[config.mk]
export PLATFORM = sky130hd
export DESIGN_NAME = alu_seq_ctrl
export DESIGN_NICKNAME = d
export VERILOG_FILES = /design/src/rtl/alu_seq_ctrl_pkg.sv /design/src/rtl/alu_seq_ctrl_mulstep.sv /design/src/rtl/alu_seq_ctrl.sv
export SDC_FILE = /design/constraint.sdc
export NUM_CORES = 1
export LEC_CHECK = 0
export BUFFER_PORTS_ARGS = -buffer_cell sky130_fd_sc_hd__buf_2
export CAP_MARGIN = 10
export CORE_MARGIN = 4
export CORE_UTILIZATION = 50
export DETAILED_ROUTE_END_ITERATION = 10
export GPL_TIMING_DRIVEN = 0
export PLACE_DENSITY = 0.89
export REMOVE_ABC_BUFFERS = 1
export SYNTH_ARGS = -nofsm -noshare
export SYNTH_HDL_FRONTEND = slang
export SYNTH_HIERARCHICAL = 1
export SYNTH_SLANG_ARGS = --single-unit
export TNS_END_PERCENT = 30
[constraint.sdc]
create_clock -name clk -period 3.4 [get_ports clk]
set_input_delay 0.34 -clock clk [delete_from_list [all_inputs] [get_ports clk]]
set_output_delay 0.34 -clock clk [all_outputs]
set_load 0.01 [all_outputs]
[src/rtl/alu_seq_ctrl_pkg.sv]
// Shared definitions for the ALU sequencer: command encodings, ALU op codes,
// FSM state encoding and the datapath width.
package alu_seq_ctrl_pkg;

  localparam int unsigned DATA_W = 16;

  // Command encodings seen on req_cmd. Codes 0-5 map one-to-one onto ALU ops.
  typedef enum logic [2:0] {
    CMD_AND = 3'b000,
    CMD_OR  = 3'b001,
    CMD_NOR = 3'b010,
    CMD_ADD = 3'b011,
    CMD_SUB = 3'b100,
    CMD_SLT = 3'b101,
    CMD_MUL = 3'b110,
    CMD_ILL = 3'b111
  } cmd_e;

  // ALU16b op codes.
  localparam logic [2:0] ALU_AND = 3'b000;
  localparam logic [2:0] ALU_OR  = 3'b001;
  localparam logic [2:0] ALU_NOR = 3'b010;
  localparam logic [2:0] ALU_ADD = 3'b011;
  localparam logic [2:0] ALU_SUB = 3'b100;
  localparam logic [2:0] ALU_SLT = 3'b101;

  // Sequencer states.
  typedef enum logic [1:0] {
    ST_IDLE = 2'b00,
    ST_EXEC = 2'b01,
    ST_MUL  = 2'b10,
    ST_DONE = 2'b11
  } state_e;

  // True for commands that complete in a single ALU cycle.
  function automatic logic is_alu_cmd(input logic [2:0] cmd);
    logic res;
    case (cmd)
      CMD_AND, CMD_OR, CMD_NOR, CMD_ADD, CMD_SUB, CMD_SLT: res = 1'b1;
      default:                                             res = 1'b0;
    endcase
    return res;
  endfunction

endpackage

[src/rtl/alu_seq_ctrl_mulstep.sv]
// One shift-add multiply step. The ALU has already formed hi + multiplicand
// on alu_r; this picks either that sum or hi depending on the current
// multiplier bit, recovers the carry out of the 16-bit add, and shifts the
// {carry, sum, lo} chain right by one.
module alu_seq_ctrl_mulstep
  import alu_seq_ctrl_pkg::*;
#(
  parameter int unsigned WIDTH = DATA_W
) (
  input  logic [WIDTH-1:0] hi_i,
  input  logic [WIDTH-1:0] lo_i,
  input  logic [WIDTH-1:0] alu_r_i,
  output logic [WIDTH-1:0] hi_o,
  output logic [WIDTH-1:0] lo_o
);

  logic [WIDTH-1:0] sum_s;
  logic             c_s;

  // Select sum and carry; an unsigned wrap of hi + a shows up as r < hi.
  always_comb begin
    sum_s = hi_i;
    c_s   = 1'b0;
    if (lo_i[0]) begin
      sum_s = alu_r_i;
      c_s   = (alu_r_i < hi_i);
    end else begin
      sum_s = hi_i;
      c_s   = 1'b0;
    end
    {hi_o, lo_o} = {c_s, sum_s, lo_i[WIDTH-1:1]};
  end

endmodule

[src/rtl/alu_seq_ctrl.sv]
// Command sequencer in front of ALU16b. Accepts one command at a time,
// drives the ALU operand/op inputs, runs 16-step shift-add multiplies on the
// ALU adder, and holds a registered result until the consumer takes it.
module alu_seq_ctrl
  import alu_seq_ctrl_pkg::*;
#(
  parameter int unsigned WIDTH  = DATA_W,
  parameter bit          MUL_EN = 1'b1
) (
  input  logic             clk,
  input  logic             reset,
  input  logic             flush,
  input  logic             req_valid,
  output logic             req_ready,
  input  logic [2:0]       req_cmd,
  input  logic [WIDTH-1:0] req_a,
  input  logic [WIDTH-1:0] req_b,
  output logic [WIDTH-1:0] alu_a,
  output logic [WIDTH-1:0] alu_b,
  output logic [2:0]       alu_op,
  input  logic [WIDTH-1:0] alu_r,
  input  logic             alu_zero,
  input  logic             alu_ovfl,
  output logic             resp_valid,
  input  logic             resp_ready,
  output logic [WIDTH-1:0] res_lo,
  output logic [WIDTH-1:0] res_hi,
  output logic             res_zero,
  output logic             res_ovfl,
  output logic             res_err
);

  localparam int unsigned     CNT_W    = $clog2(WIDTH);
  localparam logic [CNT_W-1:0] CNT_LAST = CNT_W'(WIDTH - 1);

  state_e           state_q, state_d;
  logic [2:0]       cmd_q, cmd_d;
  logic [WIDTH-1:0] a_q, a_d;
  logic [WIDTH-1:0] b_q, b_d;
  logic [WIDTH-1:0] hi_q, hi_d;
  logic [WIDTH-1:0] lo_q, lo_d;
  logic [CNT_W-1:0] cnt_q, cnt_d;
  logic             rdy_q, rdy_d;
  logic             resp_valid_q, resp_valid_d;
  logic [WIDTH-1:0] res_lo_q, res_lo_d;
  logic [WIDTH-1:0] res_hi_q, res_hi_d;
  logic             res_zero_q, res_zero_d;
  logic             res_ovfl_q, res_ovfl_d;
  logic             res_err_q, res_err_d;

  logic [WIDTH-1:0] alu_a_s;
  logic [WIDTH-1:0] alu_b_s;
  logic [2:0]       alu_op_s;
  logic [WIDTH-1:0] step_hi_s;
  logic [WIDTH-1:0] step_lo_s;
  logic             accept_s;

  alu_seq_ctrl_mulstep #(
    .WIDTH (WIDTH)
  ) u_mulstep (
    .hi_i    (hi_q),
    .lo_i    (lo_q),
    .alu_r_i (alu_r),
    .hi_o    (step_hi_s),
    .lo_o    (step_lo_s)
  );

  // rdy_q mirrors "state is IDLE" but stays low for the first cycle after
  // reset, so the block never advertises ready while reset is asserted.
  assign accept_s  = req_valid && rdy_q && !flush;
  assign req_ready = rdy_q && !flush;

  // Next-state, datapath updates and ALU drive for the sequencer FSM.
  always_comb begin
    state_d      = state_q;
    cmd_d        = cmd_q;
    a_d          = a_q;
    b_d          = b_q;
    hi_d         = hi_q;
    lo_d         = lo_q;
    cnt_d        = cnt_q;
    resp_valid_d = resp_valid_q;
    res_lo_d     = res_lo_q;
    res_hi_d     = res_hi_q;
    res_zero_d   = res_zero_q;
    res_ovfl_d   = res_ovfl_q;
    res_err_d    = res_err_q;
    alu_a_s      = {WIDTH{1'b0}};
    alu_b_s      = {WIDTH{1'b0}};
    alu_op_s     = 3'b000;

    if (flush) begin
      // Abort: drop whatever is in flight and clear the response.
      state_d      = ST_IDLE;
      resp_valid_d = 1'b0;
      res_lo_d     = {WIDTH{1'b0}};
      res_hi_d     = {WIDTH{1'b0}};
      res_zero_d   = 1'b0;
      res_ovfl_d   = 1'b0;
      res_err_d    = 1'b0;
    end else begin
      case (state_q)
        ST_IDLE: begin
          if (accept_s) begin
            cmd_d = req_cmd;
            a_d   = req_a;
            b_d   = req_b;
            if (is_alu_cmd(req_cmd)) begin
              state_d = ST_EXEC;
            end else if ((req_cmd == CMD_MUL) && MUL_EN) begin
              state_d = ST_MUL;
              hi_d    = {WIDTH{1'b0}};
              lo_d    = req_b;
              cnt_d   = {CNT_W{1'b0}};
            end else begin
              state_d      = ST_DONE;
              resp_valid_d = 1'b1;
              res_lo_d     = {WIDTH{1'b0}};
              res_hi_d     = {WIDTH{1'b0}};
              res_zero_d   = 1'b0;
              res_ovfl_d   = 1'b0;
              res_err_d    = 1'b1;
            end
          end else begin
            state_d = ST_IDLE;
          end
        end
        ST_EXEC: begin
          alu_a_s      = a_q;
          alu_b_s      = b_q;
          alu_op_s     = cmd_q;
          state_d      = ST_DONE;
          resp_valid_d = 1'b1;
          res_lo_d     = alu_r;
          res_hi_d     = {WIDTH{1'b0}};
          res_zero_d   = alu_zero;
          res_ovfl_d   = alu_ovfl;
          res_err_d    = 1'b0;
        end
        ST_MUL: begin
          // ALU forms hi + multiplicand every step; mulstep decides use.
          alu_a_s  = hi_q;
          alu_b_s  = a_q;
          alu_op_s = ALU_ADD;
          hi_d     = step_hi_s;
          lo_d     = step_lo_s;
          cnt_d    = cnt_q + {{(CNT_W-1){1'b0}}, 1'b1};
          if (cnt_q == CNT_LAST) begin
            state_d      = ST_DONE;
            resp_valid_d = 1'b1;
            res_lo_d     = step_lo_s;
            res_hi_d     = step_hi_s;
            res_zero_d   = ({step_hi_s, step_lo_s} == {(2*WIDTH){1'b0}});
            res_ovfl_d   = (step_hi_s != {WIDTH{1'b0}});
            res_err_d    = 1'b0;
          end else begin
            state_d = ST_MUL;
          end
        end
        ST_DONE: begin
          if (resp_ready) begin
            state_d      = ST_IDLE;
            resp_valid_d = 1'b0;
          end else begin
            state_d = ST_DONE;
          end
        end
        default: begin
          state_d      = ST_IDLE;
          resp_valid_d = 1'b0;
        end
      endcase
    end

    rdy_d = (state_d == ST_IDLE);
  end

  // State and datapath registers; async reset returns everything to zero.
  always_ff @(posedge clk or posedge reset) begin
    if (reset) begin
      state_q      <= ST_IDLE;
      cmd_q        <= 3'b000;
      a_q          <= {WIDTH{1'b0}};
      b_q          <= {WIDTH{1'b0}};
      hi_q         <= {WIDTH{1'b0}};
      lo_q         <= {WIDTH{1'b0}};
      cnt_q        <= {CNT_W{1'b0}};
      rdy_q        <= 1'b0;
      resp_valid_q <= 1'b0;
      res_lo_q     <= {WIDTH{1'b0}};
      res_hi_q     <= {WIDTH{1'b0}};
      res_zero_q   <= 1'b0;
      res_ovfl_q   <= 1'b0;
      res_err_q    <= 1'b0;
    end else begin
      state_q      <= state_d;
      cmd_q        <= cmd_d;
      a_q          <= a_d;
      b_q          <= b_d;
      hi_q         <= hi_d;
      lo_q         <= lo_d;
      cnt_q        <= cnt_d;
      rdy_q        <= rdy_d;
      resp_valid_q <= resp_valid_d;
      res_lo_q     <= res_lo_d;
      res_hi_q     <= res_hi_d;
      res_zero_q   <= res_zero_d;
      res_ovfl_q   <= res_ovfl_d;
      res_err_q    <= res_err_d;
    end
  end

  assign alu_a      = alu_a_s;
  assign alu_b      = alu_b_s;
  assign alu_op     = alu_op_s;
  assign resp_valid = resp_valid_q;
  assign res_lo     = res_lo_q;
  assign res_hi     = res_hi_q;
  assign res_zero   = res_zero_q;
  assign res_ovfl   = res_ovfl_q;
  assign res_err    = res_err_q;

endmodule

Yosys cells after proc, flatten, opt, wreduce, memory -nomap -nowiden
Cells that the tools add are included.

Register bits after elaboration: 110. Bits in latches: 0. Bits in writable memories: 0. Memory bits (read-only): 0. Bits of input ports: 58. Memories: 0.

Add/sub/neg operators: 1. Multiply operators: 0. Div/mod/pow operators: 0. Order comparisons: 1. Eq/ne operators: 18. Shifts and indexed selects: 0. Multiplexer cells: 59. Bitwise gates (word level): 1. Reductions and logical operators: 16.

Operator list (count): $mux W16 (16); $pmux W16 S2 (4); $pmux W16 S3 (2); $logic_not A32 Y1 (1); $mux W1 (22); $lt A16 B16 Y1 (1); $reduce_bool A16 Y1 (1); $ne A3 B3 Y1 const B (5); $reduce_and A5 Y1 (3); $mux W4 (3); $eq A3 B3 Y1 const B (3); $pmux W1 S3 (3); $mux W2 (4); $pmux W2 S4 (1); $pmux W4 S2 (1); $eq A3 B2 Y1 const B (2); $ne A2 B2 Y1 const B (3); $pmux W3 S2 (1); $reduce_or A6 Y1 (1); $add A4 B1 Y4 const B (1); $eq A2 B2 Y1 const B (2); $eq A4 B4 Y1 const B (1); $logic_not A2 Y1 (2); $pmux W1 S4 (1); other kinds (10) (12).

Logic depth before layout (Yosys ltp)
Gate-level depths: netlist (run 1).

Word-level depth: 11. Depth in mapped cells: 11. Mapped depth without buffers: 10.

By module
Netlist (run 1), hierarchy kept.

Modules (own cells, without submodules): alu_seq_ctrl (instances 1, cells an instance 455, area each 5222.5 sq um); alu_seq_ctrl_mulstep (instances 1, cells an instance 104, area each 675.6 sq um).

Least setup slack after synthesis (run 1)
Ideal clock, no wire load.

Path kind: flip-flop to flip-flop. Start: register hi_q[15]. End: register res_zero_q, in the netlist res_zero. Data arrival time: 2.291 ns. Path slack: 1.032 ns. Stages on the path, launching flop included: 12. Period minus slack after synthesis: 2.368 ns. Path through: dfrtp_1 -> inv_1 -> ha_1 -> nand4_1 -> or3_4 -> a2111oi_2 -> nor4_2 -> buf_4 -> nor4_1 -> nand4_1 -> o31a_1 -> o2bb2ai_1.

Longest elaborated chain between the ends: 6. Elaborated cells on any way between the ends: 7.

Ends and longest elaborated chain: start, declared (RTL line alu_seq_ctrl.sv:40) `logic [WIDTH-1:0] hi_q, hi_d;`; start signal, assigned (RTL line alu_seq_ctrl.sv:185) `hi_q <= {WIDTH{1'b0}};`; start signal, assigned (RTL line alu_seq_ctrl.sv:200) `hi_q <= hi_d;`; $lt A16 B16 Y1 (RTL line alu_seq_ctrl_mulstep.sv:26) `c_s = (alu_r_i < hi_i);`; $mux W1 (RTL line alu_seq_ctrl_mulstep.sv:24) `if (lo_i[0]) begin`; net u_mulstep.c_s (RTL line alu_seq_ctrl_mulstep.sv:18) `logic c_s;`; $logic_not A32 Y1 (RTL line alu_seq_ctrl.sv:153) `res_zero_d = ({step_hi_s, step_lo_s} == {(2*WIDTH){1'b0}});`; $mux W1 (RTL line alu_seq_ctrl.sv:148) `if (cnt_q == CNT_LAST) begin`; $pmux W1 S3 (RTL line alu_seq_ctrl.sv:102) `case (state_q)`; $mux W1 (RTL line alu_seq_ctrl.sv:92) `if (flush) begin`; end signal, assigned (RTL line alu_seq_ctrl.sv:207) `res_zero_q <= res_zero_d;`; end, declared (RTL line alu_seq_ctrl.sv:47) `logic res_zero_q, res_zero_d;`.

The timed path passes the listed nets, and every way through them passes these cells. The select of a mux whose other input is x is not followed. A chain may end at the register's enable or synchronous reset.

Worst setup path after layout (run 1)
Start: register state_q[0]. End: register lo_q[15].

Longest elaborated chain between the ends: 3. Elaborated cells on any way between the ends: 8.

Ends and longest elaborated chain: start, declared (RTL line alu_seq_ctrl.sv:36) `state_e state_q, state_d;`; start signal, assigned (RTL line alu_seq_ctrl.sv:196) `state_q <= state_d;`; $eq A2 B2 Y1 / $logic_not A2 Y1 (equally long branches) (RTL line alu_seq_ctrl.sv:102); $reduce_bool A2 Y1 (no line) / $ne A2 B2 Y1 (equally long branches); $reduce_and A5 Y1 (no line); end signal, assigned (RTL line alu_seq_ctrl.sv:186) `lo_q <= {WIDTH{1'b0}};`; end signal, assigned (RTL line alu_seq_ctrl.sv:201) `lo_q <= lo_d;`; end, declared (RTL line alu_seq_ctrl.sv:41) `logic [WIDTH-1:0] lo_q, lo_d;`.

Parallel ways exist; a longest one is shown, timed or not.

==> out/metrics.cfg, run 1 <==
[clocking]
cts.repair.resized=0
clock_sinks=110
h-tree-depth=3
ctsRootBufferMaster=clkbuf_16
postCtsSetupBuffers=0
cts_hold_buf=0
clkTransAtPathRegs_ns=0.07
ctsLongestPathBuffers=2
worstSkewPairLatency_ns=0.35
cts_tree=yes
numCtsBuffers=9

[die]
die_w_um=116.6
die_h_um=116.6
dieArea_um2=13600
fp.coreArea_um2=11470
core.rowCount=39
io_pins=130
start_util_pct=51.43

[hold_path]
hold_path.class=in -> async

[detailed_routing]
highest_layer=met4
antenna_left=0
wl_per_cell_um=19.62
met2_wirelength_um=7640
first_pass_iters=6
wirelength_um=15640
wl_met3_um=972
drtIter0Drc=282
vias_per_cell=6.035
vias=4810
drc=0
drt-met1-wl_um=6718

[critical_path]
crit_type=reg -> reg
required_ns=3.63
crit_arrival_ns=3.34
path_max_fanout=58
cp-startpoint=state_q[0]$_DFF_PP0_
crit_path_end_kind=flip-flop
startpoint_type=flip-flop
rr_startpoint=state_q[0]$_DFF_PP0_

[final_layout]
finish.utilization_pct=60.32
final_nets=727
final_common_cell=buf_2
n_fill_cell=926
final_cell_mix=buf_2, dfrtp_1, mux2_2
drive_above_1_share_pct=36.85
area_growth_pct=17.27
antennaDiodeCount=0

[sta]
rsz0062_at_grt=false
slew_headroom_pct=31.66
fin_skew_ns=0.007410
hold_viol=0
setup_violations=0
max_freq_mhz=321.5
finalCritPeriodShare_pct=91.49
fin_crit_ns=3.111
slew_violations=0
tightest_slew_ns=1.025

[synthesis]
ys_seq_area_share_pct=46.67
synth-edff-count=0
synthFlopType=dfrtp_1
yosysWarnings=6
avgSynthCellArea_um2=10.55
synth-seq-cells=110
synth.cell_area_um2=5898
synthesis.instances=559
yosysUniqueCellTypes=46
synth-async-reset-ratio_pct=100.0

[grt]
grt_pass1_wl_um=24680
grt_start_max_net_pins=59
grt_antenna_before_repair=0
grt_pass1_vias=4881
grt_usage_pct=23.21
grt_overflow=0

[pwr]
fin_total_pwr_mw=5.167
p_per_area_nw_per_um2=747.1
ir_drop_uv=734.8
power.leakage_nw=3.089

[placement]
place.gp.congestion=0.8064
dp_hpwl_um=11110
io_buffers=129

[run_status]
status=complete, no violations

[job]
cap_violations=0

==> through the flow <==
stage / TNS, ns / setup WS (ns) / std cells / hold slack (ns) / cell area, µm²
after detailed placement: 0 / 0.2812 / 780 / 0.4727 / 6621
after global placement: -251.58 / -2.092 / 773 / 0.4722 / 6430
after CTS: 0 / 0.2802 / 796 / 0.1348 / 6905
final: 0 / 0.2893 / 797 / 0.1017 / 6917
after floorplan: -19.11 / -0.5337 / 501 / 0.4031 / 5605
after global routing: 0 / 0.1114 / 797 / 0.1614 / 6917
==> layer usage <==
layer | global-route usage [%] | up-vias
met5 | 0 | -
met4 | 8.257 | 0
met3 | 4.611 | 23
met2 | 38.79 | 174
met1 | 30.18 | 2409
li1 | - | 2204
==> final timing paths <==
kind,endpoint,slack [ns],cells after the start
setup / recovery,lo_q[15]$_DFFE_PP0P_,0.29,7
hold / removal,res_lo[10]$_DFFE_PP0P_,0.10,2
setup reg to reg,lo_q[15]$_DFFE_PP0P_,0.29,7
hold reg to reg,res_lo[13]$_DFFE_PP0P_,0.49,1
max in group asynchronous,a_q[1]$_DFFE_PP0P_,2.58,3
min in group clk,a_q[2]$_DFFE_PP0P_,0.22,2
==> critical path, cell delays in order, from the launching register on <==
cell and delay, ns:
dfrtp_1 0.41, inv_1 0.13, ha_4 0.46, buf_16 0.30
nor2b_1 0.21, a21oi_2 0.19, nor2_2 0.85, mux2_2 0.42
==> synth_stat cells (2+ instances only) <==
library cell | count | area, µm²
buf_2 | 6 | 30.03
a22oi_1 | 49 | 367.9
nand4_1 | 6 | 37.54
a21oi_1 | 10 | 50.05
nand3_1 | 3 | 15.01
nor2_1 | 39 | 146.4
o2bb2ai_2 | 10 | 150.1
nor2b_1 | 3 | 18.77
buf_1 | 4 | 15.01
inv_1 | 20 | 75.07
clkbuf_1 | 31 | 116.4
a2111oi_2 | 2 | 30.03
dfrtp_1 | 110 | 2753
ha_1 | 20 | 250.2
o21ai_0 | 57 | 285.3
nand2b_1 | 6 | 37.54
or3_1 | 3 | 18.77
o2bb2ai_1 | 8 | 70.07
buf_4 | 16 | 120.1
o21a_1 | 2 | 15.01
mux2_2 | 68 | 765.7
nand2_1 | 42 | 157.7
a22o_1 | 16 | 140.1
nor4_1 | 6 | 37.54
==> flip-flops by register name, summed over array words and instances (netlist names) <==
signal / count
a_q: 16
resp_valid: 1
res_lo: 16
rdy_q: 1
lo_q: 16
res_zero: 1
res_hi: 16
cnt_q: 4
cmd_q: 3
state_q: 2
hi_q: 16
res_err: 1
b_q: 16
res_ovfl: 1
==> final cells by class <==
class	instances	area, µm²	share of cell area, %
Tap cell	143	178.9	2.587
Sequential cell	110	2753	39.80
Inverter	20	77.57	1.122
Clock inverter	4	47.55	0.6874
Multi-Input combinational cell	371	2799	40.47
Clock buffer	12	236.5	3.419
Timing Repair Buffer	137	824.5	11.92
==> logic make-up after synthesis <==
family / count (synthesis) / share of synthesized area (%)
compound gates: 165 / 20.49
mux: 68 / 12.98
flops: 110 / 46.67
fa+ha+maj: 20 / 4.243
buf+inv: 78 / 6.237
simple gates: 118 / 9.377
==> power breakdown <==
group          internal, mW  leakage, nW  total, mW  switching (mW)
sequential             1.69         1.42       2.05           0.354
combinational         0.943         1.53       2.09            1.14
clock                 0.570        0.137       1.04           0.466
total                  3.21         3.09       5.17            1.96
No activity file was read; power rests on OpenSTA's default activity.
==> run 2, diff against run 1 <==
ABC_AREA = 1   (was default)
CELL_PAD_IN_SITES_DETAIL_PLACEMENT = 0   (was default)
CELL_PAD_IN_SITES_GLOBAL_PLACEMENT = 1   (was default)
CORE_UTILIZATION = 36   (was 50)
PLACE_DENSITY = 0.88   (was 0.89)
==> out/metrics.cfg, run 2 <==
[run_status]
status=complete, no violations  ; unchanged

[die]
die_h_um=140.2  ; was 116.6 µm
core.rowCount=48  ; was 39
io_pins=130  ; unchanged
die_w_um=140.2  ; was 116.6 µm
fp.coreArea_um2=17240  ; was 11470 µm²
dieArea_um2=19670  ; was 13600 µm²
start_util_pct=36.53  ; was 51.43%

[final_layout]
area_growth_pct=15.24  ; was 17.27%
final_common_cell=nand2_1  ; was buf_2
drive_above_1_share_pct=23.09  ; was 36.85%
n_fill_cell=1806  ; was 926
final_nets=965  ; was 727
final_cell_mix=nand2_1, buf_2, dfrtp_1  ; was buf_2, dfrtp_1, mux2_2
antennaDiodeCount=0  ; unchanged
finish.utilization_pct=42.09  ; was 60.32%

[clocking]
postCtsSetupBuffers=0  ; unchanged
numCtsBuffers=9  ; unchanged
h-tree-depth=3  ; unchanged
ctsLongestPathBuffers=2  ; unchanged
worstSkewPairLatency_ns=0.35  ; about the same
cts_tree=yes  ; unchanged
cts_hold_buf=0  ; unchanged
clkTransAtPathRegs_ns=0.07  ; about the same
ctsRootBufferMaster=clkbuf_16  ; unchanged
cts.repair.resized=0  ; unchanged
clock_sinks=110  ; unchanged

[critical_path]
startpoint_type=primary input  ; was flip-flop
crit_type=in -> out  ; was reg -> reg
crit_path_end_kind=output pin  ; was flip-flop
required_ns=3.06  ; was 3.63 ns
path_max_fanout=40  ; was 58
crit_arrival_ns=2.50  ; was 3.34 ns

[pwr]
ir_drop_uv=537.2  ; was 734.8 µV
power.leakage_nw=3.832  ; was 3.089 nW
p_per_area_nw_per_um2=697.9  ; was 747.1 nW/µm²
fin_total_pwr_mw=5.064  ; was 5.167 mW

[sta]
fin_skew_ns=0.009512  ; was 0.007410 ns
slew_violations=0  ; unchanged
setup_violations=0  ; unchanged
post-route-worst-setup-slack_ns=0.5648  ; was 0.2893 ns
tightest_slew_ns=0.9849  ; was 1.025 ns
hold_viol=0  ; unchanged
max_freq_mhz=352.7  ; was 321.5 MHz
fin_setup_tns_ns=0  ; unchanged
finalCritPeriodShare_pct=83.39  ; was 91.49%
slew_headroom_pct=34.34  ; was 31.66%
fin_crit_ns=2.835  ; was 3.111 ns
rsz0062_at_grt=false  ; unchanged

[placement]
place_ws_ns=0.4792  ; was 0.2812 ns
io_buffers=129  ; unchanged
place.gp.congestion=0.7654  ; was 0.8064
dp_hpwl_um=11480  ; was 11110 µm

[synthesis]
synth_largest_area_cell=dfrtp_1  ; unchanged
avgSynthCellArea_um2=7.850  ; was 10.55 µm²
synth-async-reset-ratio_pct=100.0  ; unchanged
yosysMostFrequentCell=nand2_1  ; was dfrtp_1
synth-edff-count=0  ; unchanged
yosysUniqueCellTypes=33  ; was 46
synth.cell_area_um2=6296  ; was 5898 µm²
synth-seq-cells=110  ; unchanged
synthesis.instances=802  ; was 559
synth_top_cell_area_share_pct=43.72  ; was 46.67%
yosys-top-cells-count=nand2_1, dfrtp_1, inv_1  ; was dfrtp_1, mux2_2, o21ai_0
yosysWarnings=6  ; unchanged
ys_seq_area_share_pct=43.72  ; was 46.67%
synthFlopType=dfrtp_1  ; unchanged
synthTopCellsByArea=dfrtp_1, nand2_1, ha_1  ; was dfrtp_1, mux2_2, a22oi_1

[grt]
grt_overflow=0  ; unchanged
grt_antenna_before_repair=0  ; unchanged
grt_pass1_wl_um=27850  ; was 24680 µm
grt_pass1_vias=5164  ; was 4881
grt_usage_pct=17.73  ; was 23.21%
grt_start_max_net_pins=82  ; was 59

[detailed_routing]
vias_per_cell=4.713  ; was 6.035
vias=5264  ; was 4810
wirelength_um=17190  ; was 15640 µm
wl_per_cell_um=15.39  ; was 19.62 µm
first_pass_iters=4  ; was 6
drtIter0Drc=271  ; was 282
drc=0  ; unchanged
antenna_left=0  ; unchanged

[job]
cap_violations=0  ; unchanged

[hold_path]
hold_path.class=in -> async  ; unchanged

run 2: worst paths after layout:
path                                            from                   end  slack, ns  depth (start not counted)
worst min register to register    b_q[6]$_DFFE_PP0P_    b_q[6]$_DFFE_PP0P_       0.49                          2
worst max-delay path                           flush              alu_a[2]       0.56                          5
worst max register to register  state_q[1]$_DFF_PP0_  res_ovfl$_DFFE_PP0P_       0.90                          8
min in group clk                           req_a[10]   a_q[10]$_DFFE_PP0P_       0.21                          2
worst min-delay path                           reset  hi_q[13]$_DFFE_PP0P_      0.002                          2
max in group asynchronous                      reset   lo_q[6]$_DFFE_PP0P_       2.71                          3
run 2: metal layers:
metal | wire length, µm | track usage, %
met5 | 0 | 0
met4 | 196 | 4.233
met3 | 770 | 3.824
met1 | 8202 | 24.76
met2 | 8021 | 28.25
run 2: where the power goes:
group | leakage (nW) | internal (mW) | switching (mW) | total, mW
combinational | 2.24 | 0.663 | 1.29 | 1.95
sequential | 1.44 | 1.66 | 0.278 | 1.94
clock | 0.150 | 0.669 | 0.498 | 1.17
total | 3.83 | 3.00 | 2.07 | 5.06
run 2: kinds of logic after synthesis:
group | share of synthesized area, %
adder cells (fa/ha/maj) | 3.975
AND/OR/NAND/NOR | 25.89
AO/OA/AOI/OAI | 12.78
flip-flops | 43.72
buffers and inverters | 10.10
XOR/XNOR | 0.1391
multiplexers | 3.398
run 2: critical path, stage by stage:
cell and delay (ns):
buf_2 0.16, inv_2 0.64, nand2_2 0.77, a21oi_1 0.38
buf_2 0.18
run 2: final cells by class:
class / instances / area (µm²) / share of cell area (%)
Sequential cell: 110 / 2753 / 37.94
Multi-Input combinational cell: 566 / 2923 / 40.28
Timing Repair Buffer: 132 / 720.7 / 9.933
Clock inverter: 3 / 67.56 / 0.9312
Inverter: 68 / 260.3 / 3.587
Clock buffer: 13 / 250.2 / 3.449
Tap cell: 225 / 281.5 / 3.880
run 2: metrics by stage:
stage          hold WS (ns)  instance area [µm²]  cells
2_1_floorplan        0.4031                 5916    744
4_1_cts             0.01351                 7256   1117
3_5_place_dp         0.3962                 6938   1101
3_3_place_gp         0.4662                 6843   1098
6_report           0.001839                 7256   1117
5_1_grt             0.02692                 7256   1117
==> run 3, diff against run 2 <==
CORE_UTILIZATION = 40   (was 36)
PLACE_DENSITY = 0.92   (was 0.88)
clock period = 2.9 ns   (was 3.4 ns; I/O delays follow)
==> out/metrics.cfg, run 3 (synthesis results as in run 2) <==
[sta]
setup_violations=0  ; unchanged
tightest_slew_ns=1.003  ; was 0.9849 ns
slew_headroom_pct=33.11  ; was 34.34%
rsz0062_at_grt=true  ; was false
slew_violations=0  ; unchanged
fin_setup_tns_ns=0  ; unchanged
fin_skew_ns=0.007541  ; was 0.009512 ns
holdWs_ns=-0.006084  ; was 0.001839 ns
finalCritPeriodShare_pct=93.74
fin_crit_ns=2.718
hold_viol=10  ; was 0
max_freq_mhz=367.9

[clocking]
postCtsSetupBuffers=0  ; unchanged
ctsRootBufferMaster=clkbuf_16  ; unchanged
h-tree-depth=3  ; unchanged
numCtsBuffers=9  ; unchanged
worstSkewPairLatency_ns=0.35  ; about the same
cts_tree=yes  ; unchanged
clkTransAtPathRegs_ns=0.07  ; about the same
ctsLongestPathBuffers=2  ; unchanged
clock_sinks=110  ; unchanged

[final_layout]
area_growth_pct=14.53  ; was 15.24%
n_fill_cell=1608  ; was 1806
final_cell_mix=nand2_1, buf_2, dfrtp_1  ; unchanged
antennaDiodeCount=0  ; unchanged
drive_above_1_share_pct=23.32  ; was 23.09%
final_cells=1103  ; was 1117
seqCellArea_um2=2753  ; unchanged
final_nets=965  ; unchanged
final_common_cell=nand2_1  ; unchanged
multi_input_area_um2=2933  ; was 2923 µm²

[die]
fp.coreArea_um2=15310  ; was 17240 µm²
die_w_um=133.5  ; was 140.2 µm
io_pins=130  ; unchanged
die_h_um=133.5  ; was 140.2 µm
start_util_pct=41.11  ; was 36.53%
dieArea_um2=17810  ; was 19670 µm²
core.rowCount=45  ; was 48

[critical_path]
required_ns=2.61  ; was 3.06 ns
crit_arrival_ns=2.43  ; was 2.50 ns
path_max_fanout=40  ; unchanged
crit_path_end_kind=output pin  ; unchanged
startpoint_type=primary input  ; unchanged
crit_type=in -> out  ; unchanged

[detailed_routing]
wl_met3_um=940  ; was 770 µm
highest_layer=met4  ; unchanged
wirelength_um=16360  ; was 17190 µm
drt-met1-wl_um=7789  ; was 8202 µm
drtIter0Drc=348  ; was 271
wl_per_cell_um=14.84  ; was 15.39 µm
first_pass_iters=4  ; unchanged
vias=5300  ; was 5264
vias_per_cell=4.805  ; was 4.713
met2_wirelength_um=7531  ; was 8021 µm
antenna_left=0  ; unchanged
drc=0  ; unchanged

[grt]
grt_pass1_vias=5288  ; was 5164
grt_pass1_wl_um=27620  ; was 27850 µm
grt_overflow=0  ; unchanged
grt_usage_pct=19.36  ; was 17.73%
grt_antenna_before_repair=0  ; unchanged
grt_start_max_net_pins=73  ; was 82

[hold_path]
hold_path.class=in -> async  ; unchanged

[run_status]
status=finished, violations left  ; was complete, no violations
violations=hold timing

[placement]
dp_cells=1087  ; was 1101
io_buffers=129  ; unchanged
dp_hpwl_um=11050  ; was 11480 µm
place.gp.congestion=0.7619  ; was 0.7654

[job]
cap_violations=0  ; unchanged

[pwr]
ir_drop_uv=596.1  ; was 537.2 µV
p_per_area_nw_per_um2=801.0  ; was 697.9 nW/µm²
power.leakage_nw=3.822  ; was 3.832 nW

==> run 3: changes by cell type in the layout (fill, tap and decap cells not counted), sizes merged <==
cell    previous run  this run
bufinv             2         0
clkinv             0         2
==> run 3: per-layer routing <==
layer,vias up,GRT usage [%]
li1,2711,-
met2,120,31.01
met5,-,0
met3,8,5.023
met4,0,3.257
met1,2461,27.00
==> run 3: critical path, cell delays in order <==
cell     delay, ns
buf_2         0.16
inv_2         0.66
nand2_2       0.76
a21oi_1       0.35
buf_2         0.18
==> run 3: layout make-up <==
cell class,instances,share of cell area (%)
Clock buffer,13,3.748
Multi-Input combinational cell,566,40.67
Inverter,68,3.609
Tap cell,211,3.661
Timing Repair Buffer,132,9.891
Sequential cell,110,38.17
Clock inverter,3,0.2429
==> run 3: report_power, final <==
| group | leakage (nW) | switching [mW] | internal [mW] |
|---|---|---|---|
| logic | 2.24 | 1.51 | 0.781 |
| clock network | 0.142 | 0.551 | 0.652 |
| registers | 1.44 | 0.332 | 1.95 |
==> run 3: final timing paths <==
| kind | from | end | slack (ns) | depth (start not counted) |
|---|---|---|---|---|
| max | flush | alu_b[8] | 0.18 | 5 |
| min | reset | res_hi[0]$_DFFE_PP0P_ | -0.006 | 2 |
| max reg2reg | state_q[0]$_DFF_PP0_ | hi_q[2]$_DFFE_PP0P_ | 0.22 | 7 |
| min reg2reg | b_q[8]$_DFFE_PP0P_ | b_q[8]$_DFFE_PP0P_ | 0.49 | 2 |
| max in group asynchronous | reset | hi_q[9]$_DFFE_PP0P_ | 2.24 | 3 |
| min in group clk | req_a[3] | a_q[3]$_DFFE_PP0P_ | 0.16 | 2 |
==> run 3: repair_timing <==
action	CTS	global route
gates resized for setup	1	0
hold buffers	0	0
endpoints found under the setup margin	3	28
pin swaps	1	1
==> run 3: stage by stage <==
step / instance area, µm² / power, mW / util (%) / setup WS, ns
2_1_floorplan: 5916 / 3.829 / - / -0.4180
3_3_place_gp: 6825 / 4.517 / 44.57 / -1.804
3_5_place_dp: 6913 / 4.615 / 45.14 / 0.01726
4_1_cts: 7211 / 5.859 / 47.08 / 0.1538
5_1_grt: 7211 / 6.275 / 47.08 / -0.05014
6_report: 7211 / 5.776 / 47.08 / 0.1816
